### config.mk
export PLATFORM = sky130hd
export DESIGN_NAME = bf16_sum_accum
export DESIGN_NICKNAME = d
export VERILOG_FILES = /design/src/rtl/bf16_sum_accum.sv
export SDC_FILE = /design/constraint.sdc
export NUM_CORES = 1
export LEC_CHECK = 0
export BUFFER_PORTS_ARGS = -buffer_cell sky130_fd_sc_hd__buf_2
export CORE_ASPECT_RATIO = 1.75
export CORE_MARGIN = 5
export CORE_UTILIZATION = 48
export DETAILED_ROUTE_END_ITERATION = 10
export PLACE_DENSITY_LB_ADDON = 0.3
export REMOVE_ABC_BUFFERS = 1
export SLEW_MARGIN = 20
export SYNTH_ARGS = -nofsm -noshare
export SYNTH_HDL_FRONTEND = slang
export SYNTH_SLANG_ARGS = --single-unit
### constraint.sdc
create_clock -name clk -period 4.1 [get_ports clk]
set_clock_uncertainty 0.15 [all_clocks]
set_input_delay 0.205 -clock clk [delete_from_list [all_inputs] [get_ports clk]]
set_output_delay 0.205 -clock clk [all_outputs]
set_load 0.02 [all_outputs]
### src/rtl/bf16_sum_accum.sv
// Sum-node accumulator: folds a stream of bf16 terms through an external adder
// and presents the closed sum downstream until it is accepted.
module bf16_sum_accum #(
  parameter int MAX_TERMS = 16,
  parameter int CNT_W     = 5
) (
  input  logic             clk,
  input  logic             rst_n,
  input  logic [15:0]      in_data,
  input  logic             in_vld,
  input  logic             in_last,
  output logic             in_rdy,
  output logic [15:0]      add_a,
  output logic             add_a_vld,
  output logic [15:0]      add_b,
  output logic             add_b_vld,
  input  logic [15:0]      add_z,
  input  logic             add_z_vld,
  output logic [15:0]      out_data,
  output logic             out_vld,
  input  logic             out_rdy,
  output logic [CNT_W-1:0] out_cnt,
  output logic             term_err
);

  typedef enum logic [1:0] {
    IDLE,
    ACCUM,
    DONE
  } state_t;

  state_t            state, state_nx;
  logic [15:0]       acc, acc_nx;
  logic [CNT_W-1:0]  cnt, cnt_nx;
  logic [CNT_W-1:0]  cnt_inc;
  logic [15:0]       out_data_nx;
  logic [CNT_W-1:0]  out_cnt_nx;
  logic              term_err_nx;
  logic              accept;
  logic              fold;
  logic              close;

  assign in_rdy    = (state != DONE);
  assign accept    = in_vld & in_rdy;
  assign add_a     = acc;
  assign add_b     = in_data;
  assign add_a_vld = accept;
  assign add_b_vld = accept;
  assign out_vld   = (state == DONE);

  // a term without a valid adder result is dropped
  assign fold    = accept & add_z_vld;
  assign cnt_inc = cnt + 1'b1;
  assign close   = fold & (in_last | (cnt_inc == CNT_W'(MAX_TERMS)));

  always_comb begin
    state_nx    = state;
    acc_nx      = acc;
    cnt_nx      = cnt;
    out_data_nx = out_data;
    out_cnt_nx  = out_cnt;
    term_err_nx = term_err;
    unique case (state)
      IDLE, ACCUM: begin
        if (fold) begin
          acc_nx   = add_z;
          cnt_nx   = cnt_inc;
          state_nx = ACCUM;
          if (close) begin
            state_nx    = DONE;
            out_data_nx = add_z;
            out_cnt_nx  = cnt_inc;
            term_err_nx = ~in_last;
          end
        end
      end
      DONE: begin
        if (out_rdy) begin
          state_nx    = IDLE;
          acc_nx      = '0;
          cnt_nx      = '0;
          term_err_nx = 1'b0;
        end
      end
      default: state_nx = IDLE;
    endcase
  end

  always_ff @(posedge clk) begin
    if (!rst_n) begin
      state    <= IDLE;
      acc      <= '0;
      cnt      <= '0;
      out_data <= '0;
      out_cnt  <= '0;
      term_err <= 1'b0;
    end else begin
      state    <= state_nx;
      acc      <= acc_nx;
      cnt      <= cnt_nx;
      out_data <= out_data_nx;
      out_cnt  <= out_cnt_nx;
      term_err <= term_err_nx;
    end
  end

endmodule

After elaboration in Yosys (flattened, before gate mapping). Index checks and enable logic that the tools add are counted.

Register bits: 45. Bits of input ports: 38. Word-level logic and storage cells: 40.

Muxes and demuxes: 14. Reduce and logical (&&, ||, !) cells: 7. Equality and inequality tests: 7. Add/sub/neg operators: 1. Bitwise logic cells: 5.

Operators by type and width (number): two-way mux 16 bit (2); one-hot mux 16 bit (2 select lines) (1); two-way mux 5 bit (2); one-hot mux 5 bit (2 select lines) (1); two-way mux 2 bit (3); != test 2 bit, second input constant (3); AND reduction 3 bit (2); adder 5 x 1 -> 5 bit, second input constant (1); equality test 5 bit, second input constant (1); one-hot mux 2 bit (2 select lines) (1); AND reduction 4 bit (1); bitwise AND 1 bit (3); two-way mux 1 bit (3); equality test 2 x 1 -> 1 bit, second input constant (1); equality test 2 bit, second input constant (1); zero test 2 bit (1); != test 2 x 1 -> 1 bit, second input constant (1); one-hot mux 1 bit (2 select lines) (1); AND reduction 2 bit (1); nonzero test 2 bit (1); OR reduction 2 bit (1); inverter 1 bit (1); bitwise OR 1 bit (1).

Depth between registers and ports, before layout. Gate-level depths: netlist (run 1).

Word-level depth: 7. Mapped depth: 7. Gate-level depth less buffers: 5.

Least setup slack after synthesis (run 1). Ideal clock, no wire load.

Kind: flip-flop to flip-flop. From: reg state[0]. To: reg term_err. Path slack: 2.359 ns. Arrival: 1.469 ns. Cell stages (with the launch flop): 6. Period minus slack after synthesis: 1.741 ns. Cell sequence: dfxtp_1 -> nand2b_1 -> inv_1 -> a21oi_1 -> mux2_2 -> o311a_1.

Cells in the longest elaborated chain, start to end: 6. Elaborated cells on any way between the ends: 14. Those cells by class: 6 x eq/ne; 1 x mux; 3 x bitwise; 4 x reduce/logical.

Ends and longest elaborated chain: from (decl) (line 32) `state_t state, state_nx;`; from (signal assigned) (line 98) `state <= state_nx;`; != test 2 bit * (line 43) `assign in_rdy = (state != DONE);`; named net in_rdy (line 12) `output logic in_rdy,`; bitwise AND 1 bit * (line 44) `assign accept = in_vld & in_rdy;`; bitwise AND 1 bit * (line 52) `assign fold = accept & add_z_vld;`; bitwise AND 1 bit (line 54) `assign close = fold & (in_last | (cnt_inc == CNT_W'(MAX_TERMS)));`; != test 2 bit (no line); AND reduction 4 bit (no line) *; to (signal assigned) (line 103) `term_err <= term_err_nx;`; to (decl) (line 23) `output logic term_err`.

The timed path passes the listed nets; every way through them passes the cells marked *. A chain may end at the register's enable or synchronous reset.

Final worst setup path (run 1).
From: reg state[1]. To: reg out_cnt[1].

Cells in the longest elaborated chain, start to end: 5. Elaborated cells on any way between the ends: 8. Those cells by class: 2 x eq/ne; 3 x bitwise; 3 x reduce/logical.

Ends and longest elaborated chain: != test 2 bit (line 43); bitwise AND 1 bit (line 44); bitwise AND 1 bit (line 52); bitwise AND 1 bit (line 54); AND reduction 3 bit (no line) *; to (signal assigned) (line 102) `out_cnt <= out_cnt_nx;`; to (decl) (line 22) `output logic [CNT_W-1:0] out_cnt,`.

Mark *: on every way between the ends. The rest lies on a longest branch, timed or not.

==> flow_summary.yaml, run 1 <==
run_status:
  status: "finished, final reports clean"
floorplan:
  num_io_pins: 96
  initial_utilization_pct: 49.6
  row_count: 30
  die_h_um: 93.6
  die_w_um: 57.8
  die-area_um2: 5410
  fp.coreArea_um2: 3870
pwr:
  p_switching_mw: 0.215
  p_total_mw: 0.841
  swShare_pct: 25.5
  p_clk_share_pct: 32.3
  pwr_density_cell_nw_per_um2: 385
  intPower_mw: 0.626
  combPwrFrac_pct: 12.6
  peakVddDrop_uv: 260
  seqPwrFrac_pct: 55.0
  p_leak_nw: 0.996
setup_path:
  path_cells: "and3b_1 > and3_4 > a21o_1 > mux2i_1"
  critPathRequiredTime_ns: 4.16
  critPathMaxFanout: 24
  path_class: "reg2reg"
  startpoint_type: "flop"
  crit_family: "simple AND/OR/NAND/NOR gates"
  rr_startpoint: "state[1]$_SDFFE_PN0P_"
  slowest_stage: "and3b_1"
  r2r_slack_ns: 1.32
  cp.arrival_ns: 2.84
  max_stage_delay_ns: 0.83
  crit_start: "state[1]$_SDFFE_PN0P_"
  crit_buf_inv: 0
  timing.rr.end: "out_cnt[1]$_SDFFE_PN0P_"
  worstSetupEndpointType: "flop"
  reg2reg_depth: 4
final_layout:
  antenna_cells: 0
  drive_gt1_share_pct: 29.8
  areaGrowthSynthToFinish_pct: 13.9
  layout.nets: 287
clocking:
  clock-sinks: 45
  clock-root-buffer: "clkbuf_8"
  cts.repair.resized: 0
  cts_inserted_buffers: 5
  clkTransAtPathRegs_ns: 0.08
  cts_max_path_buffers: 2
  hold_buffers: 0
  cts_tree: "yes"
  cts.htree.levels: 2
  clock_latency_ns: 0.29
  postCtsSetupBuffers: 0
placement:
  place_hpwl_um: 3280
  gp_congestion: 0.721
  port_buffers: 63
  place_ws_ns: 1.30
timing:
  rsz0062_at_grt: "no"
  setup_ws_ns: 1.32
  slew_headroom_pct: 33.9
  period_needed_ns: 2.78
  timing.final.crit_share_pct: 67.8
  slew_violations: 0
  tns_ns: 0
  finalHoldViolCount: 0
  clock.fmax_mhz: 360
  worst_pin_slew_ns: 0.992
  setup_viol_count_final: 0
worst_hold_path:
  hold_class: "in2reg"
  hold_start: "add_z[9]"
  min_path_cells: 3
  hold_end: "out_data[9]$_SDFFE_PN0P_"
logic_synthesis:
  ys_seq_elements: 45
  syn_area_per_cell_um2: 9.17
  synth_largest_area_cell: "dfxtp_1"
  synth.most_common_cell: "dfxtp_1"
  synth-edff-count: 0
  synth.distinct_cells: 30
  netlist_instances: 209
  yosysWarnings: 0
  synthArstFlopShare_pct: 0
  yosysSeqAreaShare_pct: 47.0
  synth_common_cells: "dfxtp_1 (45), nand2_1 (39), nor2_1 (22)"
  synth_area_um2: 1920
  synth_flop_cell: "dfxtp_1"
  synth_top_area_share_pct: 47.0
  synthTopCellsByArea: "dfxtp_1 (47%), mux2i_1 (10%), nand2_1 (7.6%)"
grt:
  antenna_found_initial: 0
  grt_pass1_wl_um: 7440
  grt_pass1_vias: 1586
  grt_usage_pct: 17.8
  grt_overflow: 0
  grt_max_degree: 42
route:
  drtAntennaViolNets: 0
  dr.first_iter.drc_count: 52
  dr.pass1.iters: 4
  route.vias.total: 1575
  drc: 0
  via_per_inst: 5.32
  routed_wl_um: 4570
  routedWlPerCell_um: 15.5
flow_run:
  maxCapViolCount: 0
## worst max path at each step
stage	depth (start not counted)	end	slack, ns
after global routing	4	out_data[14]$_SDFFE_PN0P_	1.11
after floorplan	5	term_err$_SDFFE_PN0P_	1.66
after CTS	4	out_cnt[1]$_SDFFE_PN0P_	1.27
after global placement	4	out_data[1]$_SDFFE_PN0P_	1.39
after detailed placement	4	out_cnt[1]$_SDFFE_PN0P_	1.30
final	4	out_cnt[1]$_SDFFE_PN0P_	1.32
## routing by layer
| layer | share of wire, % | GRT usage, % | vias to the layer above |
|---|---|---|---|
| li1 | - | - | 769 |
| met3 | 9.8 | 8.29 | 8 |
| met5 | 0 | 4.40 | - |
| met1 | 40 | 19.3 | 722 |
| met4 | 1.9 | 8.32 | 0 |
| met2 | 49 | 28.6 | 76 |
## worst min-delay path, stage by stage
cell and delay (ns):
buf_2 0.11, nand2_1 0.05, mux2i_1 0.05
## metrics by stage
stage / utilization (%) / cells / hold WS, ns / instance area, um^2
6_report: 56.5 / 296 / 0.0163 / 2180
5_1_grt: 56.5 / 296 / 0.0261 / 2180
4_1_cts: 56.5 / 296 / 0.00517 / 2180
3_5_place_dp: 54.2 / 289 / 0.260 / 2100
3_3_place_gp: 54.2 / 289 / 0.260 / 2100
2_1_floorplan: - / 178 / 0.186 / 1720
## kinds of logic (layout without fill, tap and decap cells)
kind of cell | after synthesis | in the layout | share of synthesized area [%]
buffers and inverters | 33 | 72 | 10.8
AOI/OAI and AO/OA | 34 | 34 | 13.2
DFF | 45 | 45 | 47.0
adders and majority gates | 1 | 1 | 0.653
muxes | 21 | 21 | 11.0
and+or+nand+nor | 72 | 72 | 16.0
xor gates and xnor gates | 3 | 3 | 1.37
## power groups by stage
stage          Sequential, mW  Combinational, mW  Clock, mW
6_report                0.463              0.106      0.272
3_3_place_gp            0.473              0.106          0
3_5_place_dp            0.473              0.108          0
2_1_floorplan           0.489             0.0446          0
5_1_grt                 0.465              0.118      0.294
4_1_cts                 0.462              0.108      0.280
## cells in the final DEF, fill, tap and decap left out, drive strengths merged, types with 3 or more instances in the layout
| master | count |
|---|---|
| buf | 63 |
| dfxtp | 45 |
| nand2 | 39 |
| nor2 | 22 |
| mux2i | 20 |
| a22oi | 19 |
| clkbuf | 7 |
| a21oi | 5 |
| a211oi | 4 |
| xnor2 | 3 |
## state kept, by name (all words and copies together) (netlist names)
register / cells
add_a: 16
out_data: 16
cnt: 5
out_cnt: 5
state: 2
term_err: 1
## cell type report
| cell class | instances | area (um^2) |
|---|---|---|
| clock buffer | 7 | 86.3 |
| sequential | 45 | 901 |
| inverter | 2 | 7.51 |
| tap | 48 | 60.1 |
| multi-input combinational | 131 | 813 |
| timing repair buffer | 63 | 315 |
| fill | 382 | 1680 |
Note: power is estimated with default switching activity, not from simulation.
==> run 2, diff against run 1 <==
--- a/config.mk
+++ b/config.mk
@@ -5,10 +5,11 @@
 export SDC_FILE = /design/constraint.sdc
 export NUM_CORES = 1
 export LEC_CHECK = 0
+export ABC_AREA = 1
 export BUFFER_PORTS_ARGS = -buffer_cell sky130_fd_sc_hd__buf_2
 export CORE_ASPECT_RATIO = 1.75
 export CORE_MARGIN = 5
-export CORE_UTILIZATION = 48
+export CORE_UTILIZATION = 46
 export DETAILED_ROUTE_END_ITERATION = 10
 export PLACE_DENSITY_LB_ADDON = 0.3
 export REMOVE_ABC_BUFFERS = 1
==> constraint.sdc (replaced) <==
create_clock -name clk -period 2.8 [get_ports clk]
set_clock_uncertainty 0.15 [all_clocks]
set_input_delay 0.14 -clock clk [delete_from_list [all_inputs] [get_ports clk]]
set_output_delay 0.14 -clock clk [all_outputs]
set_load 0.02 [all_outputs]
==> run 2 against run 1 <==
Sequential cell count unchanged. Critical endpoint unchanged. Fmax rose by 34%. Die area grew 8.5%. Register-to-register slack lost 0.60 ns. Via count increased by 13%. Power increased by 65%. Setup slack lost 0.60 ns. Synthesized cell count increased by 17%. Count of clock-buffer cells in the layout is the same. Wire length rose by 5.7%. Non-clock buffer count increased by 21.
==> flow_summary.yaml, run 2 <==
final_layout:
  final_common_cell: "buf_2"
  layout.nets: 343
  final_cell_mix: "buf_2 (63), nand2_1 (60), dfxtp_1 (45)"
  areaGrowthSynthToFinish_pct: 24.1
  antenna_cells: 0
  drive_gt1_share_pct: 33.1
route:
  dr.first_iter.drc_count: 45
  routedWlPerCell_um: 13.6
  route.vias.total: 1772
  via_per_inst: 4.98
  drc: 0
  routed_wl_um: 4840
  drtAntennaViolNets: 0
  dr.pass1.iters: 3
logic_synthesis:
  synth_compound_area_share_pct: 14.6
  synth_common_cells: "nand2_1 (60), dfxtp_1 (45), a21oi_1 (34)"
  syn_area_per_cell_um2: 8.27
  synthArstFlopShare_pct: 0
  synthAdderAreaFrac_pct: 0.620
  yosys.area_share.simple_pct: 27.1
  synth_flop_cell: "dfxtp_1"
  synth_largest_area_cell: "dfxtp_1"
  netlist_instances: 244
  synth.distinct_cells: 22
  synthTopCellsByArea: "dfxtp_1 (45%), nand2_1 (11%), a21oi_1 (8.4%)"
  synth.most_common_cell: "nand2_1"
  yosysSeqAreaShare_pct: 44.6
  yosys-mux-area-fraction_pct: 0
  synth_top_area_share_pct: 44.6
  ys_seq_elements: 45
  yosysWarnings: 0
  synth-xor-area-share_pct: 0.434
  synth_top_family_by_area: "simple AND/OR/NAND/NOR gates"
  synth-edff-count: 0
  synth_area_um2: 2020
setup_path:
  timing.rr.end: "out_cnt[1]$_SDFFE_PN0P_"
  critPathRequiredTime_ns: 2.88
  r2r_slack_ns: 0.72
  worstSetupEndpointType: "flop"
  reg2reg_depth: 9
  startpoint_type: "flop"
  slowest_stage: "nand2_1"
  cp.arrival_ns: 2.15
  max_stage_delay_ns: 0.49
  cp_common_cell: "nand2_1"
  path_cells: "ha_1 > nand3_1 > nand2_1 > nand2_1 > nand3_1 > nand2_1 > nand2_1 > nand2_1 > a21oi_1"
  critPathMaxFanout: 20
  path_class: "reg2reg"
  rr_startpoint: "cnt[1]$_SDFFE_PN0P_"
clocking:
  hold_buffers: 18
  cts.htree.levels: 2
  cts_tree: "yes"
  cts.repair.resized: 0
  clock-sinks: 45
  clock_latency_ns: 0.29
  cts_max_path_buffers: 2
  clock-root-buffer: "clkbuf_8"
  postCtsSetupBuffers: 0
  cts_inserted_buffers: 5
  clkTransAtPathRegs_ns: 0.08
pwr:
  peakVddDrop_uv: 466
  pwr_density_cell_nw_per_um2: 555
  p_leak_nw: 1.11
timing:
  slew_headroom_pct: 55.9
  finalHoldViolCount: 0
  rsz0062_at_grt: "no"
  holdWs_ns: 0.0495
  setup_viol_count_final: 0
  tns_ns: 0
  timing.final.crit_share_pct: 74.1
  worst_pin_slew_ns: 0.660
  slew_violations: 0
  clock.fmax_mhz: 482
  period_needed_ns: 2.08
grt:
  grt_pass1_wl_um: 8110
  grt_usage_pct: 17.6
  grt_pass1_vias: 1770
  grt_overflow: 0
  antenna_found_initial: 0
  grt_max_degree: 44
floorplan:
  num_io_pins: 96
  initial_utilization_pct: 46.7
  row_count: 32
  die_w_um: 60.1
  die-area_um2: 5860
  fp.coreArea_um2: 4320
  die_h_um: 97.6
flow_run:
  maxCapViolCount: 0
worst_hold_path:
  hold_end: "state[0]$_SDFFE_PN0P_"
  hold_class: "in2reg"
  hold_start: "add_z_vld"
  min_path_cells: 4
placement:
  port_buffers: 63
  place_hpwl_um: 3270
  gp_congestion: 0.736
run_status:
  status: "finished, final reports clean"
run 2: cell types whose count changed in the layout (fill, tap and decap cells not counted), sizes merged, moves of 3 or more:
| cell | previous run | this run |
|---|---|---|
| a22oi | 19 | 0 |
| inv | 2 | 9 |
| o21ai | 1 | 5 |
| buf | 63 | 66 |
| dlygate4sd3 | 0 | 18 |
| nand3 | 2 | 26 |
| nor2 | 22 | 7 |
| nand2 | 39 | 71 |
| mux2i | 20 | 0 |
| a21oi | 5 | 44 |
| a211oi | 4 | 0 |
run 2: critical path, delay by kind of cell (launching register included):
kind | cells | cell delay (ns)
AND/OR/NAND/NOR | 7 | 1.02
flip-flops | 1 | 0.42
adder cells (fa/ha/maj) | 1 | 0.26
AO/OA/AOI/OAI | 1 | 0.15
run 2: cell families (layout without fill, tap and decap cells):
logic type | count (synthesis) | count (layout)
buffers and inverters | 41 | 102
XOR/XNOR | 1 | 1
AO/OA/AOI/OAI | 49 | 49
flip-flops | 45 | 45
adder cells (fa/ha/maj) | 1 | 1
AND/OR/NAND/NOR | 107 | 107
run 2: how the worst max path moves through the flow:
stage                               start                         to  cells after the start
finish                cnt[1]$_SDFFE_PN0P_    out_cnt[1]$_SDFFE_PN0P_                      9
global route          cnt[0]$_SDFFE_PN0P_  out_data[10]$_SDFFE_PN0P_                      9
CTS                   cnt[1]$_SDFFE_PN0P_    out_cnt[1]$_SDFFE_PN0P_                      9
detailed placement    cnt[1]$_SDFFE_PN0P_   out_data[6]$_SDFFE_PN0P_                      9
global placement      cnt[1]$_SDFFE_PN0P_   out_data[9]$_SDFFE_PN0P_                      9
floorplan           state[1]$_SDFFE_PN0P_    out_cnt[1]$_SDFFE_PN0P_                      8
run 2: stage by stage:
| step | instance area (um^2) | power [mW] | cells | worst slack, ns | util (%) |
|---|---|---|---|---|---|
| finish | 2500 | 1.39 | 356 | 0.724 | 57.9 |
| global route | 2500 | 1.45 | 356 | 0.396 | 57.9 |
| CTS | 2500 | 1.41 | 356 | 0.687 | 57.9 |
| detailed placement | 2210 | 0.886 | 330 | 0.695 | 51.0 |
| global placement | 2210 | 0.883 | 330 | 0.771 | 51.0 |
| floorplan | 1810 | 0.816 | 213 | 0.432 | - |
run 2: routing by layer:
| metal | track usage [%] | wire [um] | vias to the layer above |
|---|---|---|---|
| met2 | 28.0 | 2450 | 64 |
| met5 | 3.06 | 0 | - |
| met4 | 6.48 | 73 | 0 |
| met3 | 7.05 | 410 | 8 |
| li1 | - | - | 897 |
| met1 | 20.3 | 1910 | 803 |
run 2: power breakdown:
group	internal (mW)	switching [mW]
Clock	0.291	0.210
Combinational	0.0780	0.125
Sequential	0.666	0.0194
Total	1.03	0.354
run 2: final cells by class:
cell class	count	area, um^2
Clock inverter	1	30.0
Tap cell	51	63.8
Fill cell	411	1820
Inverter	10	42.5
Clock buffer	7	86.3
Timing Repair Buffer	84	518
Multi-Input combinational cell	158	862
Sequential cell	45	901
